`src/rtl/seg7_defs_pkg.sv`:
```
// Shared definitions for the 7-segment display path: digit codes,
// active-low segment patterns (gfedcba) and view_mode encodings.
package seg7_defs_pkg;

  // Special digit codes carried alongside 0..9.
  localparam logic [3:0] DIGIT_MINUS = 4'hA;
  localparam logic [3:0] DIGIT_BLANK = 4'hF;

  // Active-low segment patterns, bit order {g,f,e,d,c,b,a}.
  localparam logic [6:0] SEG_BLANK = 7'b1111111;
  localparam logic [6:0] SEG_MINUS = 7'b0111111;
  localparam logic [6:0] SEG_0     = 7'b1000000;
  localparam logic [6:0] SEG_1     = 7'b1111001;
  localparam logic [6:0] SEG_2     = 7'b0100100;
  localparam logic [6:0] SEG_3     = 7'b0110000;
  localparam logic [6:0] SEG_4     = 7'b0011001;
  localparam logic [6:0] SEG_5     = 7'b0010010;
  localparam logic [6:0] SEG_6     = 7'b0000010;
  localparam logic [6:0] SEG_7     = 7'b1111000;
  localparam logic [6:0] SEG_8     = 7'b0000000;
  localparam logic [6:0] SEG_9     = 7'b0010000;

  // Window selection shared with the view-mode controller.
  typedef enum logic [1:0] {
    VIEW_LOW      = 2'b00,  // d0..d3
    VIEW_MID      = 2'b01,  // d1..d4
    VIEW_HIGH     = 2'b10,  // d2..d5
    VIEW_HIGH_ALT = 2'b11   // aliases VIEW_HIGH
  } view_mode_e;

  // Fold the alias encoding onto VIEW_HIGH so the window never runs past d5.
  function automatic logic [1:0] clamp_view(input logic [1:0] mode);
    return (mode == VIEW_HIGH_ALT) ? VIEW_HIGH : mode;
  endfunction

endpackage

```
`src/rtl/seg7_decode.sv`:
```
// Combinational digit-code to active-low 7-segment pattern decoder.
module seg7_decode
  import seg7_defs_pkg::*;
(
  input  logic [3:0] code_i,
  output logic [6:0] seg_o
);

  // Map each code to its pattern; unused codes light nothing.
  always_comb begin
    // NOTE: default assignment first so no path through the case can infer a latch.
    seg_o = SEG_BLANK;
    unique case (code_i)
      4'd0:        seg_o = SEG_0;
      4'd1:        seg_o = SEG_1;
      4'd2:        seg_o = SEG_2;
      4'd3:        seg_o = SEG_3;
      4'd4:        seg_o = SEG_4;
      4'd5:        seg_o = SEG_5;
      4'd6:        seg_o = SEG_6;
      4'd7:        seg_o = SEG_7;
      4'd8:        seg_o = SEG_8;
      4'd9:        seg_o = SEG_9;
      DIGIT_MINUS: seg_o = SEG_MINUS;
      default:     seg_o = SEG_BLANK;
    endcase
  end

endmodule

```
`src/rtl/seg7_scan_driver.sv`:
```
// Four-digit common-anode scan driver showing a 4-digit window of a
// 6-digit value. Inputs are snapshotted once per frame so a frame never
// tears, and each digit slot begins with a short all-off blanking gap.
module seg7_scan_driver
  import seg7_defs_pkg::*;
#(
  parameter int REFRESH_DIV = 100000,
  parameter int BLANK_CYC   = 1000
) (
  input  logic        clk,
  input  logic        rst,
  input  logic [23:0] digits,
  input  logic [1:0]  view_mode,
  output logic [3:0]  an,
  output logic [6:0]  seg,
  output logic        dp
);

  localparam int CNT_W = $clog2(REFRESH_DIV);
  localparam logic [CNT_W-1:0] CNT_LAST  = CNT_W'(REFRESH_DIV - 1);
  localparam logic [CNT_W-1:0] CNT_BLANK = CNT_W'(BLANK_CYC);

  logic [CNT_W-1:0] cnt_q, cnt_d;
  logic [1:0]       pos_q, pos_d;
  logic [23:0]      snap_digits_q;
  logic [1:0]       snap_view_q;
  logic             frame_start;

  logic [3:0]       an_q, an_d;
  logic [6:0]       seg_q, seg_d;
  logic             dp_q, dp_d;

  logic [2:0]       digit_idx;
  logic [3:0]       cur_code;
  logic [6:0]       cur_seg;

  assign frame_start = (cnt_q == '0) && (pos_q == 2'd0);

  // Pick the digit for the current slot out of the frozen window.
  assign digit_idx = {1'b0, snap_view_q} + {1'b0, pos_q};
  assign cur_code  = snap_digits_q[{digit_idx, 2'b00} +: 4];

  seg7_decode u_decode (
    .code_i (cur_code),
    .seg_o  (cur_seg)
  );

  // Slot counter and position advance, plus next output values.
  always_comb begin
    cnt_d = cnt_q + 1'b1;
    pos_d = pos_q;
    if (cnt_q == CNT_LAST) begin
      cnt_d = '0;
      pos_d = pos_q + 2'd1;
    end

    an_d  = 4'b1111;
    seg_d = SEG_BLANK;
    dp_d  = 1'b1;
    if (cnt_q >= CNT_BLANK) begin
      an_d  = ~(4'b0001 << pos_q);
      seg_d = cur_seg;
      // Scroll hints: pos3 dot means more digits to the left, pos0 to the right.
      if ((pos_q == 2'd3 && snap_view_q < VIEW_HIGH) ||
          (pos_q == 2'd0 && snap_view_q > VIEW_LOW))
        dp_d = 1'b0;
    end
  end

  // Registered state: counters, frame snapshot and display outputs.
  always_ff @(posedge clk) begin
    if (rst) begin
      cnt_q         <= '0;
      pos_q         <= 2'd0;
      snap_digits_q <= '0;
      snap_view_q   <= VIEW_LOW;
      an_q          <= 4'b1111;
      seg_q         <= SEG_BLANK;
      dp_q          <= 1'b1;
    end else begin
      // NOTE: non-blocking assignments so every register samples pre-edge values.
      cnt_q <= cnt_d;
      pos_q <= pos_d;
      if (frame_start) begin
        snap_digits_q <= digits;
        snap_view_q   <= clamp_view(view_mode);
      end
      an_q  <= an_d;
      seg_q <= seg_d;
      dp_q  <= dp_d;
    end
  end

  assign an  = an_q;
  assign seg = seg_q;
  assign dp  = dp_q;

endmodule

```
`config.mk`:
```
export PLATFORM = sky130hd
export DESIGN_NAME = seg7_scan_driver
export DESIGN_NICKNAME = d
export VERILOG_FILES = /design/src/rtl/seg7_defs_pkg.sv /design/src/rtl/seg7_decode.sv /design/src/rtl/seg7_scan_driver.sv
export SDC_FILE = /design/constraint.sdc
export NUM_CORES = 1
export LEC_CHECK = 0
export ABC_AREA = 1
export CORE_MARGIN = 10
export CORE_UTILIZATION = 35
export CTS_CLUSTER_DIAMETER = 120
export DETAILED_ROUTE_END_ITERATION = 6
export DONT_BUFFER_PORTS = 1
export SLEW_MARGIN = 10
export SYNTH_ARGS = -nofsm -noshare
export SYNTH_HDL_FRONTEND = slang
export SYNTH_SLANG_ARGS = --single-unit
```
`constraint.sdc`:
```
create_clock -name clk -period 4.8 [get_ports clk]
set_input_delay 1.44 -clock clk [delete_from_list [all_inputs] [get_ports clk]]
set_output_delay 1.44 -clock clk [all_outputs]
set_load 0.02 [all_outputs]
```
Word-level counts from Yosys, hierarchy flattened --
Memory sizes are Yosys's and may differ from the RTL's. A register that Yosys moved wholly into a read port is not among the register bits. Cells that the tools add are included. Widths: inputs -> output; s select.
Operators by class: add/sub/neg operators 3, $lt $le $gt $ge 3, equal/unequal tests 3, shifts and indexed selects 2, muxes and demuxes 2, bitwise logic cells 2, reduce and logical (&&, ||, !) cells 8
Operators by type and width (count):
- $shiftx 24x6->4 | 1
- $add 17x1->17 const B | 1
- $eq 17x17->1 const B | 1
- $ge 17x10->1 const B | 1
- $logic_not 17->1 | 1
- $eq 2x2->1 const B | 2
- $not 4->4 | 1
- $reduce_or 2->1 | 2
- $shl 1x2->4 const A | 1
- $add 2x2->3 | 1
- $logic_and 1x1->1 | 3
- $add 2x1->2 const B | 1
- $gt 2x1->1 const B | 1
- $logic_not 2->1 | 1
- $lt 2x2->1 const B | 1
- $mux 2 | 1
- $logic_or 1x1->1 | 1
- $mux 1 | 1
- $not 1->1 | 1
Word-level totals: register bits 50, memory bits (read-only) 112, output and inout bits 12, word-level logic and storage cells 30, memories kept 1
Memory list:
- (name not given) | words 16, bits a word 7, read ports 1, clocked after Yosys merged registers in 1, write ports 0, RTL line seg7_decode.sv:13 | unique case (code_i)

Longest topological paths before layout --
depth in word-level cells 4, depth in mapped cells 14, depth with buffers taken out 13

Modules after synthesis --
A second synthesis with hierarchy kept.
Unflattened totals: cell total of the unflattened synthesis 413, area total of the unflattened synthesis 3027.9 um^2
Modules (own cells, without submodules):
- seg7_scan_driver | times used 1, cells each 376, area an instance 2803.9 um^2, sequential area each 1141.1 um^2
- seg7_decode | times used 1, cells each 37, area an instance 224.0 um^2, sequential area each 0.0 um^2

Least setup slack after synthesis --
OpenSTA, ideal clock, no wires.
path kind input to register, start point input rst, end point register pos_q[1], arrival 2.162 ns, required time 4.735 ns, setup slack 2.573 ns, cell stages on the path 5, path through inv_1 clkbuf_1 clkbuf_1 o21ai_0 nor2_1
RTL lines:
- start: declaration | RTL line seg7_scan_driver.sv:11 | input logic rst,
- end signal: assignment | RTL line seg7_scan_driver.sv:83 | pos_q <= pos_d;
- end: declaration | RTL line seg7_scan_driver.sv:24 | logic [1:0] pos_q, pos_d;

Worst setup path in the final report --
start point register pos_q[0], end point register seg_q[5] (netlist: seg[5])
Between the ends: longest elaborated chain between the ends 2
RTL lines:
- $add 2x2->3 | RTL line seg7_scan_driver.sv:40 | assign digit_idx = {1'b0, snap_view_q} + {1'b0, pos_q};
- $shiftx 24x6->4 | RTL line seg7_scan_driver.sv:41 | assign cur_code = snap_digits_q[{digit_idx, 2'b00} +: 4];
- end: declaration | RTL line seg7_scan_driver.sv:30 | logic [6:0] seg_q, seg_d;
Every way passes these cells. A chain may end at the register's enable or synchronous reset.

==> impl_metrics.tcl <==
set metrics [dict create \
    wl_per_cell_um 12.49 \
    routed-via-count 2365 \
    synthArstFlopShare_pct 0 \
    period_needed_ns 2.408 \
    firstDrtPassIters 4 \
    fin_skew_ns 0.01019 \
    fin_nets 440 \
    rsz0062_at_grt "no" \
    grt_pass1_wl_mm 10.73 \
    peakVddDrop_v 0.0001385 \
    arrival_ns 2.69 \
    netlist.area_leader.share_pct 40.70 \
    worst-setup-path-type "register to register" \
    status "finished, final reports clean" \
    ys_ff_latch 57 \
    clk_latency_ns 0.34 \
    synth-edff-count 0 \
    multi_input_area_mm2 0.001399 \
    dieWidth_um 109.5 \
    hold_buffers 0 \
    ant_nets 0 \
    grt_usage_pct 11.28 \
    synthMostInstantiatedCell "nand2_1" \
    tns_ns 0 \
    grt_max_degree 30 \
    fmax_mhz 415.2 \
    drive_above_1_share_pct 8.128 \
    viasPerCell 4.656 \
    yosysTopAreaCell "dfxtp_1" \
    synth_flop_cell "dfxtp_1" \
    dieArea_mm2 0.01199 \
    finalHoldViolations 0 \
    routed_wl_mm 6.344 \
    hold_slack_ns 0.4760 \
    powerDensity_mw_per_mm2 396.3 \
    seq_area_frac_synth_pct 40.70 \
    register_area_mm2 0.001141 \
    grt-ovfl-total 0 \
    leakagePower_nw 1.340 \
    top_level_ports 40 \
    grt_pass1_vias 2347 \
    core_area_mm2 0.007767 \
    crit_fanout 7 \
    dp_hpwl_mm 4.729 \
    synth.distinct_cells 31 \
    avgSynthCellArea_um2 7.010 \
    dpl.cell_count 492 \
    synthesis.area_mm2 0.002804 \
    postSynthNetCount 439 \
    hold_path.class "register to register" \
    ctsLongestPathBuffers 2 \
    utilization_pct 39.63 \
    r2r_setup_slack_ns 2.39 \
    htree_levels 3 \
    first_iter_violations 75 \
    root_buffer "clkbuf_8" \
    cts_repair_resize_count 0 \
    final_cells 508 \
    cts_setup_buffers 0 \
    drc 0 \
    start_util_pct 36.10 \
    post-route-period-util_pct 50.17 \
    cts_buffers 9 \
    yosys-top-cells-count "nand2_1 (87), nor2_1 (85), dfxtp_1 (57)" \
    std_cell_rows 32 \
    synth_area_leaders "dfxtp_1 (41%), nand2_1 (12%), nor2_1 (11%)" \
    synthCells 400 \
    globalplace.congestion 0.8805 \
    nFillCells 846 \
    die_h_um 109.5 \
    drv_cap 0 \
    synthToLayoutAreaGrowth_pct 9.772 \
    drv_slew 0 \
    numPortBuffers 0 \
    clock-sinks 57 \
    critPathLaunchType "register" \
    clk_pin_slew_worst_paths_ns 0.07 \
    antenna_found_initial 0 \
    end_kind "register" \
    diodes 0 \
    yosys_warnings 0 \
    cts_tree "yes" \
    tightest_slew_ns 0.7707 \
    setup_viol 0 \
    power_mw 1.220 \
    slew_headroom_pct 48.56 \
    cp.required_ns 5.09 \
]
==> routing by layer <==
metal  vias to the layer above  track usage [%]  part of all wire, %
met4                         0            5.204                  2.0
met2                        43            19.38                   48
met1                      1048            12.12                   44
met5                         -                0                    0
met3                        13            4.154                  6.1
li1                       1261                -                    -
==> worst paths after layout <==
check / cells past startpoint / startpoint / endpoint
max: 10 / pos_q[0] / seg[5]
min reg2reg: 1 / cnt_q[0] / cnt_q[0]
max reg2reg: 10 / pos_q[0] / seg[5]
min: 1 / cnt_q[0] / cnt_q[0]
==> flip-flops by register name, indices dropped and copies added (netlist names) <==
register	flops
snap_view_q	2
an	4
seg	7
cnt_q	17
dp	1
snap_digits_q	24
pos_q	2
==> layout make-up <==
class	count	share of cell area, %
Sequential cell	57	37.07
Tap cell	102	4.146
Inverter	47	5.894
Clock buffer	11	4.919
Clock inverter	5	2.520
Multi-Input combinational cell	286	45.45
==> placed cells by master, fill, tap and decap left out, drive strengths merged, types with 2 or more instances in the layout <==
cell / n
a21oi: 12
bufinv: 2
clkbuf: 11
clkinv: 3
dfxtp: 57
ha: 10
inv: 46
nand2: 91
nand3: 22
nand4: 9
nor2: 87
nor3: 9
nor4: 2
o211ai: 2
o21ai: 33
or2: 4
xor2: 3
==> power breakdown <==
part | internal [mW] | switching, mW | total (mW)
sequential | 0.502 | 0.0169 | 0.519
combinational | 0.0604 | 0.120 | 0.180
clock | 0.319 | 0.202 | 0.521
==> cell families (layout without fill, tap and decap cells) <==
kind of cell               Yosys count  in the layout  synth area share [%]
buffers and inverters               57             63                 9.415
DFF                                 57             57                 40.70
xor gates and xnor gates             3              3                0.9373
adders and majority gates           11             11                 5.176
AOI/OAI and AO/OA                   47             47                 8.880
and+or+nand+nor                    225            225                 34.90
==> through the flow <==
step           worst slack, ns  cell area (um^2)
2_1_floorplan            2.573              2804
3_3_place_gp             2.093              2849
3_5_place_dp             2.055              2849
4_1_cts                  2.378              3078
5_1_grt                  2.142              3078
6_report                 2.392              3078
==> critical path, cell delays in order (launching register included) <==
cell	delay [ns]
dfxtp_1	0.36
ha_1	0.22
fa_1	0.55
nor2_1	0.29
o211ai_1	0.13
nand2_1	0.22
ha_1	0.19
inv_1	0.06
a21oi_1	0.19
nand2_1	0.08
nand2_1	0.07
Note: power is estimated with default switching activity, not from simulation.
